--- src/rtl/paddle_ctrl.sv ---
// Paddle position controller: synchronises and debounces the up/down buttons,
// then steps a saturating paddle top row once per movement tick.
module paddle_ctrl #(
   parameter int DEBOUNCE_CYCLES = 250000,
   parameter int STEP_CYCLES     = 200000,
   parameter int STEP            = 4,
   parameter int SCREEN_H        = 480,
   parameter int PAD_H           = 80,
   parameter int PAD_Y_INIT      = 200
) (
   input  logic       clk,
   input  logic       reset,
   input  logic       up,
   input  logic       down,
   output logic [9:0] pad_y,
   output logic       up_db,
   output logic       down_db,
   output logic       moving
);

   localparam int DB_W = $clog2(DEBOUNCE_CYCLES);
   localparam int TK_W = $clog2(STEP_CYCLES);
   localparam logic [DB_W-1:0] DB_LAST = DB_W'(DEBOUNCE_CYCLES - 1);
   localparam logic [TK_W-1:0] TK_LAST = TK_W'(STEP_CYCLES - 1);
   localparam logic [10:0]     Y_MAX   = 11'(SCREEN_H - PAD_H);
   localparam logic [10:0]     STEP_W  = 11'(STEP);

   typedef enum logic [1:0] {IDLE, UP, DOWN} dir_t;

   // Bit 0 carries the up button, bit 1 the down button.
   logic [1:0]      s1;
   logic [1:0]      s2;
   logic [1:0]      db;
   logic [DB_W-1:0] cnt [2];
   logic [TK_W-1:0] tick_cnt;
   logic            tick;
   dir_t            dir;
   logic [10:0]     sum;
   logic [9:0]      pad_next;

   always_ff @(posedge clk) begin
      if (reset) begin
         s1 <= 2'b00;
         s2 <= 2'b00;
      end else begin
         s1 <= {down, up};
         s2 <= s1;
      end
   end

   // Any cycle where s2 agrees with db restarts the stability count.
   always_ff @(posedge clk) begin
      for (int i = 0; i < 2; i++) begin
         if (reset) begin
            cnt[i] <= '0;
            db[i]  <= 1'b0;
         end else if (s2[i] == db[i]) begin
            cnt[i] <= '0;
         end else if (cnt[i] == DB_LAST) begin
            db[i]  <= s2[i];
            cnt[i] <= '0;
         end else begin
            cnt[i] <= cnt[i] + DB_W'(1);
         end
      end
   end

   assign up_db   = db[0];
   assign down_db = db[1];

   always_ff @(posedge clk) begin
      if (reset || tick) tick_cnt <= '0;
      else               tick_cnt <= tick_cnt + TK_W'(1);
   end

   assign tick = (tick_cnt == TK_LAST);

   // Sum is widened to 11 bits so the bottom-bound compare cannot wrap.
   always_comb begin
      dir      = IDLE;
      pad_next = pad_y;
      sum      = {1'b0, pad_y} + STEP_W;
      case ({up_db, down_db})
         2'b10:   dir = UP;
         2'b01:   dir = DOWN;
         default: dir = IDLE;
      endcase
      if (tick) begin
         case (dir)
            UP:      pad_next = ({1'b0, pad_y} < STEP_W) ? 10'd0 : pad_y - STEP_W[9:0];
            DOWN:    pad_next = (sum > Y_MAX) ? Y_MAX[9:0] : sum[9:0];
            default: pad_next = pad_y;
         endcase
      end
   end

   always_ff @(posedge clk) begin
      if (reset) begin
         pad_y  <= 10'(PAD_Y_INIT);
         moving <= 1'b0;
      end else begin
         pad_y  <= pad_next;
         moving <= (pad_next != pad_y);
      end
   end

endmodule

--- config.mk ---
export PLATFORM = sky130hd
export DESIGN_NAME = paddle_ctrl
export DESIGN_NICKNAME = d
export VERILOG_FILES = /design/src/rtl/paddle_ctrl.sv
export SDC_FILE = /design/constraint.sdc
export NUM_CORES = 1
export LEC_CHECK = 0
export CAP_MARGIN = 5
export CORE_MARGIN = 2
export CORE_UTILIZATION = 65
export DETAILED_ROUTE_END_ITERATION = 12
export DONT_BUFFER_PORTS = 1
export PLACE_DENSITY = 0.81
export RECOVER_POWER = 100
export SLEW_MARGIN = 20
export SYNTH_ARGS = -nofsm -noshare
export SYNTH_HDL_FRONTEND = slang
export SYNTH_SLANG_ARGS = --single-unit
--- constraint.sdc ---
create_clock -name clk -period 7.91 [get_ports clk]
set_input_delay 0.791 -clock clk [delete_from_list [all_inputs] [get_ports clk]]
set_output_delay 0.791 -clock clk [all_outputs]
set_load 0.1 [all_outputs]
== Word-level counts from Yosys, hierarchy flattened ==
Memories as Yosys holds them, arrays and structs flattened.
Cells that the tools add are included.

* Bits of input ports: 4
* Word-level logic and storage cells: 71
* Bits in registers: 35
* Memories: 1
* Bits in writable memories: 36

{| class="wikitable"
|+ Memory list
! name !! depth !! bits a word !! read ports !! clocked after Yosys merged registers in !! wr ports !! line !! source
|-
| cnt || 2 || 18 || 2 || 0 || 2 || 34 || <nowiki>logic [DB_W-1:0] cnt [2];</nowiki>
|}

* $add $sub $neg: 5
* Eq/ne operators: 10
* Reduce and logical (&&, ||, !) cells: 3
* Magnitude comparators: 2
* Bitwise gates (word level): 8
* Mux-type cells: 35

{| class="wikitable"
|+ Operators by type and width
! cell !! count
|-
| $mux 18 || 6
|-
| $add 18x1->18 const B || 3
|-
| $eq 18x18->1 const B || 3
|-
| $mux 10 || 3
|-
| $mux 1 || 24
|-
| $pmux 10 s2 || 1
|-
| $add 10x3->11 const B || 1
|-
| $gt 11x9->1 const B || 1
|-
| $lt 10x3->1 const B || 1
|-
| $ne 10x10->1 || 1
|-
| $sub 10x3->10 const B || 1
|-
| $or 1x1->1 || 6
|-
| $eq 2x1->1 const B || 2
|-
| $eq 2x2->1 const B || 2
|-
| $pmux 2 s2 || 1
|-
| $reduce_and 2->1 || 2
|-
| $eq 1x1->1 || 2
|-
| $not 1->1 || 2
|-
| $logic_or 1x1->1 || 1
|}

== Logic depth before layout (Yosys ltp) ==
Gate-level depths: netlist of run 1.

* Word-level depth: 7
* Mapped depth: 10
* Mapped depth without buffers: 9

== Worst setup path after synthesis of run 1 ==
Ideal clock, no wire load.

* Path type: reg-to-reg
* Start: register pad_y[2]
* End: register moving
* Stages on the path, launching flop included: 11
* Setup time: 81 ps
* Buffers on the path: 1
* Setup slack: 4,758 ps
* Period minus slack after synthesis: 3,152 ps
* Arrival time: 3,071 ps
* Path through: dfxtp_1 buf_2 inv_1 ha_1 or3b_1 o21ai_4 o2111a_2 o2111a_1 and4_1 a41o_1 a41oi_1

* Cells in the longest elaborated chain, start to end: 6
* Elaborated cells between the ends (all ways): 9
* Those cells by class: add/sub: 2; order compare: 2; eq/ne: 1; mux: 4

{| class="wikitable"
|+ Ends and longest elaborated chain
! element !! line !! source
|-
| start, declared || 15 || <nowiki>output logic [9:0] pad_y,</nowiki>
|-
| start signal, assigned || 99 || <nowiki>pad_y <= 10'(PAD_Y_INIT);</nowiki>
|-
| start signal, assigned || 102 || <nowiki>pad_y <= pad_next;</nowiki>
|-
| $add 10x3->11 || 82 || <nowiki>sum = {1'b0, pad_y} + STEP_W;</nowiki>
|-
| $gt 11x9->1 || 91 || <nowiki>DOWN: pad_next = (sum > Y_MAX) ? Y_MAX[9:0] : sum[9:0];</nowiki>
|-
| $mux 10 || 91 ||
|-
| $pmux 10 s2 || 89 || <nowiki>case (dir)</nowiki>
|-
| $mux 10 || 88 || <nowiki>if (tick) begin</nowiki>
|-
| $ne 10x10->1 * || 103 || <nowiki>moving <= (pad_next != pad_y);</nowiki>
|-
| end signal, assigned || 103 ||
|-
| end, declared || 18 || <nowiki>output logic moving</nowiki>
|}

Every way passes the cells marked *; elsewhere a longest branch is shown, timed or not.
A chain may end at the register's enable or synchronous reset.

== Final worst setup path of run 1 ==
Same ends and word-level chain as after synthesis.

==> results of run 1 <==
flip-flops by register name (all words and copies together), names as in the netlist:
name / flops
s1: 2
s2: 2
db: 2
cnt: 36
tick_cnt: 18
pad_y: 10
moving: 1
cell families after synthesis:
| logic type | count (synthesis) | synth area share, % |
|---|---|---|
| adders and majority gates | 8 | 2.45 |
| buffers and inverters | 33 | 3.27 |
| xor gates and xnor gates | 47 | 10.1 |
| AOI/OAI and AO/OA | 73 | 12.3 |
| muxes | 3 | 0.765 |
| and+or+nand+nor | 219 | 27.5 |
| other | 1 | 0.0917 |
| DFF | 71 | 43.5 |
worst max path at each step:
stage / startpoint / end / slack, ns / depth (start not counted)
final: pad_y[2] / moving / 3.78 / 9
after global routing: pad_y[2] / moving / 3.44 / 9
after CTS: db[1] / moving / 4.70 / 7
after detailed placement: db[1] / moving / 4.71 / 7
after global placement: db[1] / moving / 4.82 / 7
after floorplan: pad_y[2] / moving / 4.76 / 10
cells in the mapped netlist (3+ instances only):
cell type | n | share of area, %
nor2_1 | 69 | 6.3
nand2_1 | 37 | 3.4
edfxtp_1 | 36 | 26
dfxtp_1 | 35 | 17
nand3_1 | 29 | 3.5
xor2_1 | 29 | 6.2
xnor2_1 | 18 | 3.9
a21oi_1 | 16 | 2.0
o21ai_0 | 16 | 2.0
and3_1 | 15 | 2.3
inv_1 | 14 | 1.3
nand4_1 | 12 | 1.8
clkbuf_1 | 11 | 1.0
nor3_1 | 9 | 1.1
ha_1 | 8 | 2.4
or3_1 | 8 | 1.2
and4_1 | 6 | 1.3
nor4_1 | 6 | 0.92
a31oi_1 | 5 | 0.76
buf_2 | 5 | 0.61
a211o_1 | 4 | 0.86
and2_1 | 4 | 0.61
nor2b_1 | 4 | 0.61
o211ai_1 | 4 | 0.73
a21o_1 | 3 | 0.55
nor4b_1 | 3 | 0.64
o31ai_1 | 3 | 0.55
layer usage:
layer	vias up	share of wire, %
li1	1689	-
met1	1613	44
met2	119	47
met3	21	6.3
met4	0	2.2
met5	-	0
power by group through the flow:
stage / clock network [mW] / logic [mW] / registers [mW]
2_1_floorplan: 0 / 0.0166 / 0.412
3_3_place_gp: 0 / 0.0179 / 0.414
3_5_place_dp: 0 / 0.0183 / 0.414
4_1_cts: 0.283 / 0.0186 / 0.406
5_1_grt: 0.304 / 0.0221 / 0.407
6_report: 0.279 / 0.0191 / 0.406
through the flow:
stage          hold WS (ns)  util, %  setup slack (ns)
6_report              0.439     74.1              3.78
3_3_place_gp          0.419     71.7              4.82
4_1_cts               0.445     74.8              4.70
5_1_grt               0.453     74.1              3.44
3_5_place_dp          0.435     71.7              4.71
2_1_floorplan         0.414        -              4.76
worst max-delay path, stage by stage, from the launching register on:
cell and delay [ns]:
dfxtp_1 0.31, clkbuf_1 1.31, ha_1 0.57, a21oi_1 0.10, o211a_1 0.30, nor3_1 0.33, o21ai_0 0.34, o311ai_0 0.40
o311a_1 0.22, a41oi_1 0.10
layout make-up:
| cell class | instances | share of cell area [%] |
|---|---|---|
| Inverter | 14 | 1.18 |
| Clock inverter | 7 | 1.41 |
| Sequential cell | 71 | 40.1 |
| Multi-Input combinational cell | 386 | 51.7 |
| Clock buffer | 9 | 2.79 |
| Timing Repair Buffer | 8 | 0.676 |
| Tap cell | 75 | 2.11 |
==> flow_metrics.py, run 1 <==
metrics = {
    "run_status": {
        "status": "finished, violations left",
        "violations": "capacitance limit, slew limit",
    },
    "clock_tree": {
        "clk_latency_ns": 0.35,
        "post-cts-setup-buffers": 0,
        "cts.path.max_buffers": 2,
        "htreeDepth": 3,
        "cts_root_buffer": "clkbuf_8",
        "ctsResizeCount": 0,
        "ctsHoldBuffers": 0,
        "numCtsBuffers": 9,
        "cts_tree": "yes",
        "clkTransAtPathRegs_ns": 0.07,
        "cts_sinks": 71,
    },
    "placement": {
        "io_buffers": 0,
        "placed_area_um2": 4300,
        "post-dp-hpwl_um": 6040,
        "place.gp.congestion": 1.06,
        "placedCellCount": 554,
    },
    "worst_setup_path": {
        "crit_path_max_fanout": 17,
        "r2r_end": "moving",
        "critical_path_class": "flip-flop to flip-flop",
        "r2r_start": "pad_y[2]",
        "rrSetupSlack_ns": 3.78,
        "arrival_ns": 4.35,
        "cp.required_ns": 8.13,
        "start_kind": "flip-flop",
        "ff2ff_path_depth": 9,
        "critical_path.endpoint_type": "flip-flop",
    },
    "timing": {
        "finalClockSkew_ns": 0.00947,
        "hold_viol_final": 0,
        "setup_viol": 0,
        "timing.fmax_mhz": 242,
        "fin_crit_ns": 4.13,
        "fin_crit_sh_pct": 52.2,
        "worst_slew_pin_slew_ns": 1.84,
        "rsz0062_at_grt": "no",
        "max_slew_margin_pct": -22.6,
        "timing.final.max_slew_violations": 91,
        "setup_tns_ns": 0,
    },
    "global_routing": {
        "grt_overflow_total": 0,
        "antenna_found_initial": 0,
        "grt_pass1_wl_um": 14600,
        "first_global_vias": 3278,
        "track_usage_pct": 25.7,
        "use_met3_pct": 8.35,
        "grt_max_degree": 23,
        "busiest_layer": "met2",
        "met1_usage_pct": 32.1,
        "met2_usage_pct": 41.0,
    },
    "power_and_ir_drop": {
        "powerDensity_nw_per_um2": 159,
        "clkPwrFrac_pct": 39.6,
        "intPower_mw": 0.547,
        "power_switching_mw": 0.158,
        "peakVddDrop_uv": 148,
        "power_mw": 0.705,
        "p_sw_share_pct": 22.4,
        "p_comb_share_pct": 2.7,
        "p_leak_nw": 1.55,
        "pwr-share-seq_pct": 57.6,
    },
    "floorplan": {
        "ios": 17,
        "dieWidth_um": 83.3,
        "die_h_um": 83.3,
        "dieArea_um2": 6940,
        "initial_utilization_pct": 68.3,
        "floorplan.core_area_um2": 5990,
        "num_rows": 28,
    },
    "yosys": {
        "yosysUniqueCellTypes": 63,
        "syn_area_um2": 4090,
        "ys_seq_area_share_pct": 43.5,
        "synth_warnings": 0,
        "avgSynthCellArea_um2": 8.99,
        "async_reset_ff_share_pct": 0,
        "synth_edf_count": 36,
        "synth_ff_type": "edfxtp_1",
        "syn_inst": 455,
        "synth-seq-cells": 71,
    },
    "run": {
        "maxCapViolCount": 6,
    },
    "drt": {
        "vias": 3442,
        "drc_errors": 0,
        "firstDrtPassIters": 4,
        "drt_iter0_drc": 156,
        "viasPerCell": 6.04,
        "routed_wl_um": 8470,
        "route.antenna.remaining_nets": 0,
        "avgRoutedWirePerCell_um": 14.9,
    },
    "layout": {
        "seqCellArea_um2": 1780,
        "final_cell_mix": "nor2_1, nand2_1, edfxtp_1, conb_1, dfxtp_1",
        "finalInstanceArea_um2": 4440,
        "final_layout_size_suffix_gt1_share_pct": 4.44,
        "multi_input_area_um2": 2300,
        "stdcell_count": 570,
        "final_common_cell": "nor2_1",
        "diodes": 0,
        "fillers": 456,
        "syn_to_final_growth_pct": 8.53,
        "finalNetCount": 502,
    },
    "min_path": {
        "hp-start": "s1[0]",
        "min_to": "s2[0]",
        "hold_class": "flip-flop to flip-flop",
        "hold_depth": 1,
    },
}
(Power assumes the default switching activity.)
==> run 2: changes to the inputs <==
CORE_UTILIZATION = 58   (was 65)
PLACE_DENSITY = 0.76   (was 0.81)
clock period = 3.35 ns   (was 7.91 ns; I/O delays follow)
==> run 2 against run 1 <==
The flow now finishes without violations. Fmax increased by 43%. Setup slack lost 3.3 ns. Power grew to 2.5 times the previous value. Combinational power up 140%. Sequential share of layout area fell by 0.80 points. Die area up 11%. Global-route usage fell by 1.8 points. Highest routed layer unchanged. Clock skew rose by 0.0033 ns. Clock-buffer cell count is the same. Utilization down 7.4 points.
==> flow_metrics.py, run 2 (same netlist as run 1, synthesis figures left out) <==
metrics = {
    "floorplan": {
        "ios": 17,
        "floorplan.core_area_um2": 6790,
        "num_rows": 30,
        "dieArea_um2": 7740,
        "die_h_um": 88.0,
        "initial_utilization_pct": 60.2,
        "dieWidth_um": 88.0,
    },
    "clock_tree": {
        "clk_latency_ns": 0.35,
        "cts_tree": "yes",
        "ctsHoldBuffers": 0,
        "htreeDepth": 3,
        "cts_sinks": 71,
        "cts_root_buffer": "clkbuf_8",
        "cts.path.max_buffers": 2,
        "ctsResizeCount": 0,
        "clkTransAtPathRegs_ns": 0.08,
        "post-cts-setup-buffers": 0,
        "numCtsBuffers": 9,
    },
    "global_routing": {
        "track_usage_pct": 23.9,
        "grt_pass1_wl_um": 14700,
        "grt_max_degree": 19,
        "grt_overflow_total": 0,
        "antenna_found_initial": 0,
        "first_global_vias": 3240,
    },
    "layout": {
        "syn_to_final_growth_pct": 10.8,
        "final_layout_size_suffix_gt1_share_pct": 5.60,
        "multi_input_area_um2": 2300,
        "largest_reg_flops": 36,
        "finalNetCount": 507,
        "seqCellArea_um2": 1780,
        "top_register": "cnt",
        "fin_util_pct": 66.7,
        "reg_top3": "cnt (36), tick_cnt (18), pad_y (10)",
        "diodes": 0,
        "final_common_cell": "nor2_1",
        "final_cell_mix": "nor2_1, nand2_1, edfxtp_1, conb_1, dfxtp_1",
        "fillers": 583,
    },
    "placement": {
        "io_buffers": 0,
        "post-dp-hpwl_um": 6330,
        "place.gp.congestion": 1.00,
    },
    "power_and_ir_drop": {
        "pwr-share-seq_pct": 54.4,
        "intPower_mw": 1.37,
        "p_leak_nw": 1.59,
        "powerDensity_nw_per_um2": 389,
        "peakVddDrop_uv": 224,
        "p_comb_share_pct": 2.6,
        "p_sw_share_pct": 22.1,
        "clkPwrFrac_pct": 43.0,
        "power_switching_mw": 0.390,
    },
    "drt": {
        "drt_iter0_drc": 182,
        "drc_errors": 0,
        "firstDrtPassIters": 5,
        "avgRoutedWirePerCell_um": 14.9,
        "vias": 3394,
        "route.antenna.remaining_nets": 0,
        "routed_wl_um": 8890,
        "viasPerCell": 5.69,
    },
    "worst_setup_path": {
        "critPathMaxStageDelay_ns": 0.65,
        "worstPathCellList": "ha_1 -> a21boi_0 -> and4_1 -> nor3_1 -> o21ai_0 -> a21o_1 -> a41o_1 -> a41oi_1",
        "crit_path_max_fanout": 17,
        "start_kind": "flip-flop",
        "cp.required_ns": 3.56,
        "arrival_ns": 3.10,
        "critical_path_class": "flip-flop to flip-flop",
        "cpMaxStageDelayCell": "dfxtp_1",
        "critical_path.endpoint_type": "flip-flop",
    },
    "timing": {
        "max_slew_margin_pct": 14.2,
        "setup_tns_ns": 0,
        "setup_viol": 0,
        "worst_slew_pin_slew_ns": 1.29,
        "fin_crit_sh_pct": 86.5,
        "timing.final.max_slew_violations": 0,
        "hold_viol_final": 0,
        "finalClockSkew_ns": 0.0127,
        "fin_crit_ns": 2.90,
        "timing.fmax_mhz": 345,
        "rsz0062_at_grt": "no",
    },
    "run_status": {
        "status": "finished, final reports clean",
    },
    "run": {
        "maxCapViolCount": 0,
    },
    "min_path": {
        "hold_class": "input port to flip-flop",
    },
}
run 2: worst paths after layout:
check | startpoint | end | slack, ns | cells past startpoint
worst max register to register | pad_y[2] | moving | 0.45 | 8
worst max-delay path | pad_y[2] | moving | 0.45 | 8
worst min register to register | s1[0] | s2[0] | 0.44 | 1
worst min-delay path | reset | s2[0] | 0.05 | 1
run 2: cell type report:
class / instances / area share [%]
Timing Repair Buffer: 13 / 1.41
Tap cell: 96 / 2.65
Multi-Input combinational cell: 386 / 50.6
Clock buffer: 9 / 2.73
Sequential cell: 71 / 39.3
Clock inverter: 7 / 2.10
Inverter: 14 / 1.16
run 2: worst max-delay path: cells and delay by family, from the launching register on:
family / cells / cell delay [ns]
AOI/OAI and AO/OA: 5 / 1.35
DFF: 1 / 0.65
adders and majority gates: 1 / 0.46
and+or+nand+nor: 2 / 0.29
run 2: metal layers:
| metal | share of wire, % | GRT usage, % |
|---|---|---|
| met5 | 0 | 0 |
| met2 | 48 | 39.9 |
| met1 | 44 | 30.8 |
| met4 | 1.6 | 8.95 |
| met3 | 6.1 | 4.81 |
run 2: power groups by stage:
stage / sequential (mW) / clock, mW / combinational, mW
after floorplan: 0.972 / 0 / 0.0393
after global placement: 0.977 / 0 / 0.0420
after detailed placement: 0.979 / 0 / 0.0430
after CTS: 0.959 / 0.771 / 0.0445
after global routing: 0.962 / 0.804 / 0.0531
final: 0.959 / 0.759 / 0.0456
run 2: metrics by stage:
step                total power [mW]  instances  area [um^2]  worst slack, ns  hold slack, ns
floorplan                       1.01        490         4220            0.198           0.414
global placement                1.02        580         4360            0.660           0.410
detailed placement              1.02        580         4360            0.627           0.412
CTS                             1.77        596         4580            0.589          0.0442
global route                    1.82        596         4530            0.188          0.0408
finish                          1.76        596         4530            0.453          0.0539
